File: src/rtl/instruction_sequencer_pkg.sv
// seq_pkg: opcodes, FSM states, opcode classes and instruction field positions for instruction_sequencer
package seq_pkg;
  localparam logic [2:0] OP_ADD  = 3'b000;
  localparam logic [2:0] OP_SUB  = 3'b001;
  localparam logic [2:0] OP_NAND = 3'b010;
  localparam logic [2:0] OP_OUT  = 3'b100;
  localparam logic [2:0] OP_LDI  = 3'b101;
  localparam logic [2:0] OP_MV   = 3'b111;
  localparam int OP_MSB  = 15;
  localparam int OP_LSB  = 13;
  localparam int RX_MSB  = 12;
  localparam int RX_LSB  = 10;
  localparam int RY_MSB  = 9;
  localparam int RY_LSB  = 7;
  localparam int IMM_MSB = 9;
  localparam int IMM_LSB = 0;
  typedef enum logic [2:0] {IDLE, FETCH, EX1, EX2, EX3, HALT} state_t;
  typedef struct packed {
    logic alu;
    logic move;
    logic imm;
    logic outp;
    logic illegal;
  } cls_t;
endpackage

File: src/rtl/instruction_sequencer_if.sv
// seq_if: instruction fetch and datapath control bundle between memory, sequencer and datapath
interface seq_if #(parameter int NREGS = 8);
  logic             Run;
  logic [15:0]      iin;
  logic             IRin;
  logic [NREGS-1:0] Rin;
  logic [NREGS-1:0] Rout;
  logic             Ain;
  logic             Gin;
  logic             Gout;
  logic             DINout;
  logic [15:0]      DinData;
  logic [2:0]       AluOp;
  logic             OutEn;
  logic [1:0]       Step;
  logic             Clear;
  logic             Done;
  logic             Illegal;
  modport master (output Run, iin, input IRin, Rin, Rout, Ain, Gin, Gout, DINout, DinData, AluOp, OutEn, Step, Clear, Done, Illegal);
  modport slave (input Run, iin, output IRin, Rin, Rout, Ain, Gin, Gout, DINout, DinData, AluOp, OutEn, Step, Clear, Done, Illegal);
endinterface

File: src/rtl/instruction_sequencer_decode.sv
// instr_decode: maps IR and FSM state to one-hot register enables and an opcode class
module instr_decode
  import seq_pkg::*;
#(
  parameter int NREGS = 8
) (
  input  logic [15:0]      ir,
  input  state_t           state,
  output logic [NREGS-1:0] rin,
  output logic [NREGS-1:0] rout,
  output cls_t             cls
);
  logic [2:0]       op;
  logic [NREGS-1:0] rx_oh;
  logic [NREGS-1:0] ry_oh;
  assign op    = ir[OP_MSB:OP_LSB];
  assign rx_oh = NREGS'(1) << ir[RX_MSB:RX_LSB];
  assign ry_oh = NREGS'(1) << ir[RY_MSB:RY_LSB];
  // classify the opcode, then pick which register drives and which loads in this step
  always_comb begin
    cls.alu     = op == OP_ADD || op == OP_SUB || op == OP_NAND;
    cls.move    = op == OP_MV;
    cls.imm     = op == OP_LDI;
    cls.outp    = op == OP_OUT;
    cls.illegal = !(cls.alu || cls.move || cls.imm || cls.outp);
    rout = state == EX2 ? ry_oh :
           state == EX1 && cls.move ? ry_oh :
           state == EX1 && (cls.alu || cls.outp) ? rx_oh : '0;
    rin  = state == EX3 || (state == EX1 && (cls.move || cls.imm)) ? rx_oh : '0;
  end
endmodule

File: src/rtl/instruction_sequencer.sv
// instruction_sequencer: multi-cycle control FSM with IR; SEQ_ILLEGAL_TRAP_EN makes illegal opcodes halt
module instruction_sequencer
  import seq_pkg::*;
#(
  parameter int NREGS = 8
) (
  input logic  Clock,
  input logic  Resetn,
  seq_if.slave bus
);
`ifdef SEQ_ILLEGAL_TRAP_EN
  localparam bit TRAP = 1'b1;
`else
  localparam bit TRAP = 1'b0;
`endif
  state_t           state;
  state_t           next;
  logic [15:0]      ir;
  logic [NREGS-1:0] rin;
  logic [NREGS-1:0] rout;
  cls_t             cls;
  logic             ex1;
  instr_decode #(.NREGS(NREGS)) u_dec (
    .ir   (ir),
    .state(state),
    .rin  (rin),
    .rout (rout),
    .cls  (cls)
  );
  assign ex1 = state == EX1;
  // state register; reset abandons any partial instruction
  always_ff @(posedge Clock or negedge Resetn) begin
    if (!Resetn) state <= IDLE;
    else state <= next;
  end
  // instruction register captures the word presented during FETCH
  always_ff @(posedge Clock or negedge Resetn) begin
    if (!Resetn) ir <= '0;
    else if (state == FETCH) ir <= bus.iin;
  end
  // step sequencing; Run only matters in IDLE and HALT is left only by reset
  always_comb begin
    next = state == IDLE  ? (bus.Run ? FETCH : IDLE) :
           state == FETCH ? EX1 :
           state == EX1   ? (cls.alu ? EX2 : (cls.illegal && TRAP) ? HALT : IDLE) :
           state == EX2   ? EX3 :
           state == HALT  ? HALT : IDLE;
  end
  // datapath controls decoded from registered state and IR only
  always_comb begin
    bus.IRin    = state == FETCH;
    bus.Rin     = rin;
    bus.Rout    = rout;
    bus.Ain     = ex1 && cls.alu;
    bus.Gin     = state == EX2;
    bus.Gout    = state == EX3;
    bus.DINout  = ex1 && cls.imm;
    bus.OutEn   = ex1 && cls.outp;
    bus.Done    = (ex1 && !cls.alu && !(cls.illegal && TRAP)) || state == EX3;
    bus.Clear   = bus.Done;
    bus.Illegal = (ex1 && cls.illegal) || state == HALT;
    bus.AluOp   = ir[OP_MSB:OP_LSB];
    bus.DinData = {6'b0, ir[IMM_MSB:IMM_LSB]};
    bus.Step    = ex1 || state == HALT ? 2'd1 : state == EX2 ? 2'd2 : state == EX3 ? 2'd3 : 2'd0;
  end
endmodule
File: src/flat_wrapper.sv
// flat-port wrapper written by rule: the top's interface ports become plain ports
module instruction_sequencer_flat import seq_pkg::*;
#(
  parameter int NREGS = 8
)
  (Clock, Resetn, bus_Run, bus_iin, bus_IRin, bus_Rin, bus_Rout, bus_Ain, bus_Gin, bus_Gout, bus_DINout, bus_DinData, bus_AluOp, bus_OutEn, bus_Step, bus_Clear, bus_Done, bus_Illegal);
  seq_if #(.NREGS(NREGS)) bus_i ();
  input logic Clock;
  input logic Resetn;
  input wire logic [$bits(bus_i.Run)-1:0] bus_Run;
  input wire logic [$bits(bus_i.iin)-1:0] bus_iin;
  output wire logic [$bits(bus_i.IRin)-1:0] bus_IRin;
  output wire logic [$bits(bus_i.Rin)-1:0] bus_Rin;
  output wire logic [$bits(bus_i.Rout)-1:0] bus_Rout;
  output wire logic [$bits(bus_i.Ain)-1:0] bus_Ain;
  output wire logic [$bits(bus_i.Gin)-1:0] bus_Gin;
  output wire logic [$bits(bus_i.Gout)-1:0] bus_Gout;
  output wire logic [$bits(bus_i.DINout)-1:0] bus_DINout;
  output wire logic [$bits(bus_i.DinData)-1:0] bus_DinData;
  output wire logic [$bits(bus_i.AluOp)-1:0] bus_AluOp;
  output wire logic [$bits(bus_i.OutEn)-1:0] bus_OutEn;
  output wire logic [$bits(bus_i.Step)-1:0] bus_Step;
  output wire logic [$bits(bus_i.Clear)-1:0] bus_Clear;
  output wire logic [$bits(bus_i.Done)-1:0] bus_Done;
  output wire logic [$bits(bus_i.Illegal)-1:0] bus_Illegal;
  assign bus_i.Run = bus_Run;
  assign bus_i.iin = bus_iin;
  assign bus_IRin = bus_i.IRin;
  assign bus_Rin = bus_i.Rin;
  assign bus_Rout = bus_i.Rout;
  assign bus_Ain = bus_i.Ain;
  assign bus_Gin = bus_i.Gin;
  assign bus_Gout = bus_i.Gout;
  assign bus_DINout = bus_i.DINout;
  assign bus_DinData = bus_i.DinData;
  assign bus_AluOp = bus_i.AluOp;
  assign bus_OutEn = bus_i.OutEn;
  assign bus_Step = bus_i.Step;
  assign bus_Clear = bus_i.Clear;
  assign bus_Done = bus_i.Done;
  assign bus_Illegal = bus_i.Illegal;
  instruction_sequencer #(.NREGS(NREGS)) u_core (.Clock(Clock), .Resetn(Resetn), .bus(bus_i));
endmodule
File: config.mk
export PLATFORM = sky130hd
export DESIGN_NAME = instruction_sequencer_flat
export DESIGN_NICKNAME = d
export VERILOG_FILES = /design/src/rtl/instruction_sequencer_pkg.sv /design/src/rtl/instruction_sequencer_if.sv /design/src/rtl/instruction_sequencer_decode.sv /design/src/rtl/instruction_sequencer.sv /design/src/flat_wrapper.sv
export SDC_FILE = /design/constraint.sdc
export NUM_CORES = 1
export LEC_CHECK = 0
export BUFFER_PORTS_ARGS = -buffer_cell sky130_fd_sc_hd__buf_2
export CAP_MARGIN = 25
export CORE_MARGIN = 2
export CORE_UTILIZATION = 49
export CTS_BUF_LIST = sky130_fd_sc_hd__clkbuf_4 sky130_fd_sc_hd__clkbuf_8
export CTS_CLUSTER_DIAMETER = 40
export DETAILED_ROUTE_END_ITERATION = 8
export PLACE_DENSITY = 0.95
export SETUP_SLACK_MARGIN = 0.02
export SLEW_MARGIN = 30
export SYNTH_ARGS = -nofsm -noshare
export SYNTH_HDL_FRONTEND = slang
export SYNTH_SLANG_ARGS = --single-unit
File: constraint.sdc
create_clock -name Clock -period 4.45 [get_ports Clock]
set_clock_uncertainty 0.2 [all_clocks]
set_input_delay 0.6675 -clock Clock [delete_from_list [all_inputs] [get_ports Clock]]
set_output_delay 0.6675 -clock Clock [all_outputs]
set_load 0.02 [all_outputs]
==> parameters.txt <==
Parameter                              Value

Outcome
  Result of the run    finished clean

Critical path
  Delay contributed by the slowest stage of the critical path    0.56 ns
  Largest fanout on the critical path    15
  Depth of the worst register-to-register path    3
  Library cell contributing the largest single delay on the critical path    sky130_fd_sc_hd__or3b_1
  FF-to-FF setup slack    2.65 ns
  Launching element type of the critical path    register
  Worst setup EP type    output pin
  Startpoint of the lowest-slack register-to-register path    u_core.state[0]
  RR Endpoint    u_core.ir[8]
  Data arrival time of the worst path    2.27 ns
  Critical path class    register to output pin
  Worst endpoint required time    about 3.6 ns
  Chain of cells forming the critical path    or3b_1 > or3b_4 > o22ai_1 > buf_2

Detailed routing
  Vias post-DR    just over 1,000
  Total iterations of the first detailed-routing run    4
  DRC violation total after the first TritonRoute iteration    25
  Residual DRC count    0
  Average wire length per cell after detail routing    around 13 um
  Routed length on met2    between 1000 and 1500 um
  WL met3    roughly 220 um
  Total Routed Length    around 2500 um
  Routed Antenna Nets    0
  Via/cell ratio    5.38
  Routed length on met1    a little over 1000 um
  Highest signal layer in the routed design    met4

Clocking
  Insertion delay of the later-clocked pin in the worst-skew pair    0.29 ns
  Cts hold-fix bufs    0
  Number of setup buffers added after CTS    0
  TritonCTS clock tree    yes
  Clock Sinks    19
  Clock Tree Root    sky130_fd_sc_hd__clkbuf_4
  Clock Tree Buf Depth    2
  Clock transition at path regs    0.10 ns
  Gates resized, CTS repair    0
  TritonCTS Buffers    3
  Number of levels in the clock H-tree    1

Place
  Cell count after placement    between 150 and 200
  Port-buffer cells    58
  Post-placement cell area    roughly 1400 sq um
  HPWL after DPL    about 2000 um
  Weighted congestion at the end of routability-driven global placement    0.857

Pwr
  Total power    1.07 mW
  Combinational fraction of design power    a little under three fifths
  Worst vdd ir    0.501 mV
  Switching Fraction    a little under half
  Internal power contribution    about 0.56 mW
  Share of total power in sequential cells    approximately a third
  Total leakage power    about 0.7 nW
  Power density over the cells    764 nW/um^2
  Switching power total    between 0.5 and 0.6 mW
  Proportion of power drawn by the clock network    8.4%

Global routing
  Via count of the first global-routing pass    977
  Wire length of the first global-routing pass    approximately 4200 um
  Gr ovfl total    0
  Antenna violations before repair    0
  Maximum number of pins on one net before global-route repair    20
  GR Util All Layers    between 20% and 30%

Cells and area
  Share of layout cells above drive strength 1    53.1%
  # fillers    211
  Nets    between 150 and 200
  Post-route insts no fill    190
  Cell area after layout    between 1000 and 1500 sq um
  Number of antenna repair diodes    0
  Layout overhead on the synthesized area    17.3%

STA
  Worst max-slew margin expressed relative to the limit    between 50% and 60%
  Fin crit period    between 3 and 4 ns
  Maximum clock frequency    roughly 320 MHz
  RSZ-0062 raised after global routing    false
  Total of endpoints with negative setup slack in the final report    0
  Total Negative Setup Slacks    0 ns
  Hold violation total from the final report    0
  Slew @ Worst Pin    around 0.62 ns
  Post-route fraction of the period consumed by the critical path    between 70% and 80%
  Final Max Slew Viols    0

Min path
  Hold Crit Class    input port to asynchronous set/reset pin

Floorplanning
  Area of the core    between 2000 and 2500 sq um
  Number of top-level design ports    65
  Floorplan die area    2850 sq um
  Floorplan die width    ~53 um
  Chip Height    roughly 53 um
  Starting density of the core    53.1%
  Count of standard-cell rows    17

Synth
  Yosys synthesis warning count    0
  Post-synthesis instance area    ~1200 sq um
  Synth Area per Inst    between 9 and 10 sq um
  Portion of the post-synthesis area used by sequential elements    39.7%
  Total of flip-flops plus latches after synthesis    19
  Cell variety after synth    30
  Post-Syn Instances    121

Run
  Max-cap violations    0
layer usage:
layer	global-route usage, %	up-vias
li1	-	489
met1	22.9	471
met2	35.0	54
met3	3.67	8
met4	11.5	0
met5	0	-
final cells by class:
cell class | count | area, sq um | area share (%)
Sequential cell | 19 | 475 | 33.9
Clock buffer | 4 | 30.0 | 2.14
Timing Repair Buffer | 59 | 298 | 21.2
Multi-Input combinational cell | 80 | 564 | 40.2
Tap cell | 28 | 35.0 | 2.50
per-stage QoR:
stage	hold WS, ns	util (%)	setup slack [ns]
after global routing	0.102	62.2	1.24
after CTS	0.102	62.2	1.37
after detailed placement	0.291	60.9	1.70
after global placement	0.286	60.9	1.83
final	0.0882	62.2	1.32
after floorplan	0.172	-	1.89
worst max path at each step:
stage / slack (ns) / cells past startpoint / end / from
final: 1.32 / 4 / bus_Rout[6] / u_core.state[0]
after floorplan: 1.89 / 4 / bus_Rin[0] / u_core.state[2]
after global routing: 1.24 / 4 / bus_Rout[6] / u_core.state[0]
after global placement: 1.83 / 4 / bus_Rout[7] / u_core.state[0]
after detailed placement: 1.70 / 4 / bus_Rout[6] / u_core.state[0]
after CTS: 1.37 / 4 / bus_Rout[6] / u_core.state[0]
cell usage after synthesis:
library cell               count  area, sq um
sky130_fd_sc_hd__buf_4        20          150
sky130_fd_sc_hd__dfrtp_1      19          475
sky130_fd_sc_hd__mux2_2       16          180
sky130_fd_sc_hd__o22ai_1       9         56.3
sky130_fd_sc_hd__nand2_1       6         22.5
sky130_fd_sc_hd__nand2b_1      5         31.3
sky130_fd_sc_hd__nor3_1        5         25.0
sky130_fd_sc_hd__clkbuf_1      4         15.0
sky130_fd_sc_hd__nor2_1        4         15.0
sky130_fd_sc_hd__nor4_1        4         25.0
sky130_fd_sc_hd__or2_2         4         25.0
sky130_fd_sc_hd__buf_2         3         15.0
sky130_fd_sc_hd__a21oi_1       2         10.0
sky130_fd_sc_hd__a31oi_1       2         12.5
sky130_fd_sc_hd__nand3b_1      2         15.0
sky130_fd_sc_hd__nor3b_1       2         15.0
sky130_fd_sc_hd__a21o_1        1         7.51
sky130_fd_sc_hd__and2_1        1         6.26
sky130_fd_sc_hd__and2b_1       1         7.51
sky130_fd_sc_hd__conb_1        1         3.75
sky130_fd_sc_hd__maj3_1        1         10.0
sky130_fd_sc_hd__nand3_1       1         5.00
sky130_fd_sc_hd__nor2b_1       1         6.26
sky130_fd_sc_hd__nor4b_1       1         8.76
sky130_fd_sc_hd__o21a_1        1         7.51
sky130_fd_sc_hd__o21ai_0       1         5.00
sky130_fd_sc_hd__or3_4         1         11.3
sky130_fd_sc_hd__or3b_1        1         8.76
sky130_fd_sc_hd__or3b_4        1         11.3
sky130_fd_sc_hd__xor2_1        1         8.76
registers in the layout, summed over array words and instances (netlist names):
name,flops
u_core.ir,16
u_core.state,3
placed cells by master, fill, tap and decap left out, types with 2 or more instances in the layout:
cell type / n
sky130_fd_sc_hd__o22ai_1: 9
sky130_fd_sc_hd__conb_1: 6
sky130_fd_sc_hd__nor3_1: 5
sky130_fd_sc_hd__or2_2: 4
sky130_fd_sc_hd__dfrtp_1: 19
sky130_fd_sc_hd__nand2_1: 6
sky130_fd_sc_hd__a31oi_1: 2
sky130_fd_sc_hd__nand3b_1: 2
sky130_fd_sc_hd__mux2_2: 16
sky130_fd_sc_hd__nor4_1: 4
sky130_fd_sc_hd__a21oi_1: 2
sky130_fd_sc_hd__nor2_1: 4
sky130_fd_sc_hd__nand2b_1: 5
sky130_fd_sc_hd__clkbuf_4: 4
sky130_fd_sc_hd__buf_2: 58
cells by family (layout without fill, tap and decap cells):
group	Yosys count	after routing	synth area share, %
AOI/OAI and AO/OA	16	16	8.26
xor gates and xnor gates	1	1	0.732
adders and majority gates	1	1	0.837
buffers and inverters	27	63	15.1
DFF	19	19	39.7
muxes	16	16	15.1
other	1	6	0.314
and+or+nand+nor	40	40	20.0
worst max-delay path: cells and delay by family (launching register included):
family | cells | cell delay [ns]
simple gates | 2 | 1.00
compound gates | 1 | 0.21
buf+inv | 1 | 0.22
flops | 1 | 0.54
power groups by stage:
stage	Sequential, mW	Clock (mW)	Combinational (mW)
global route	0.389	0.101	0.664
CTS	0.370	0.0914	0.615
floorplan	0.322	0	0.579
finish	0.371	0.0904	0.610
detailed placement	0.371	0	0.615
global placement	0.358	0	0.596
(Power assumes the default switching activity.)
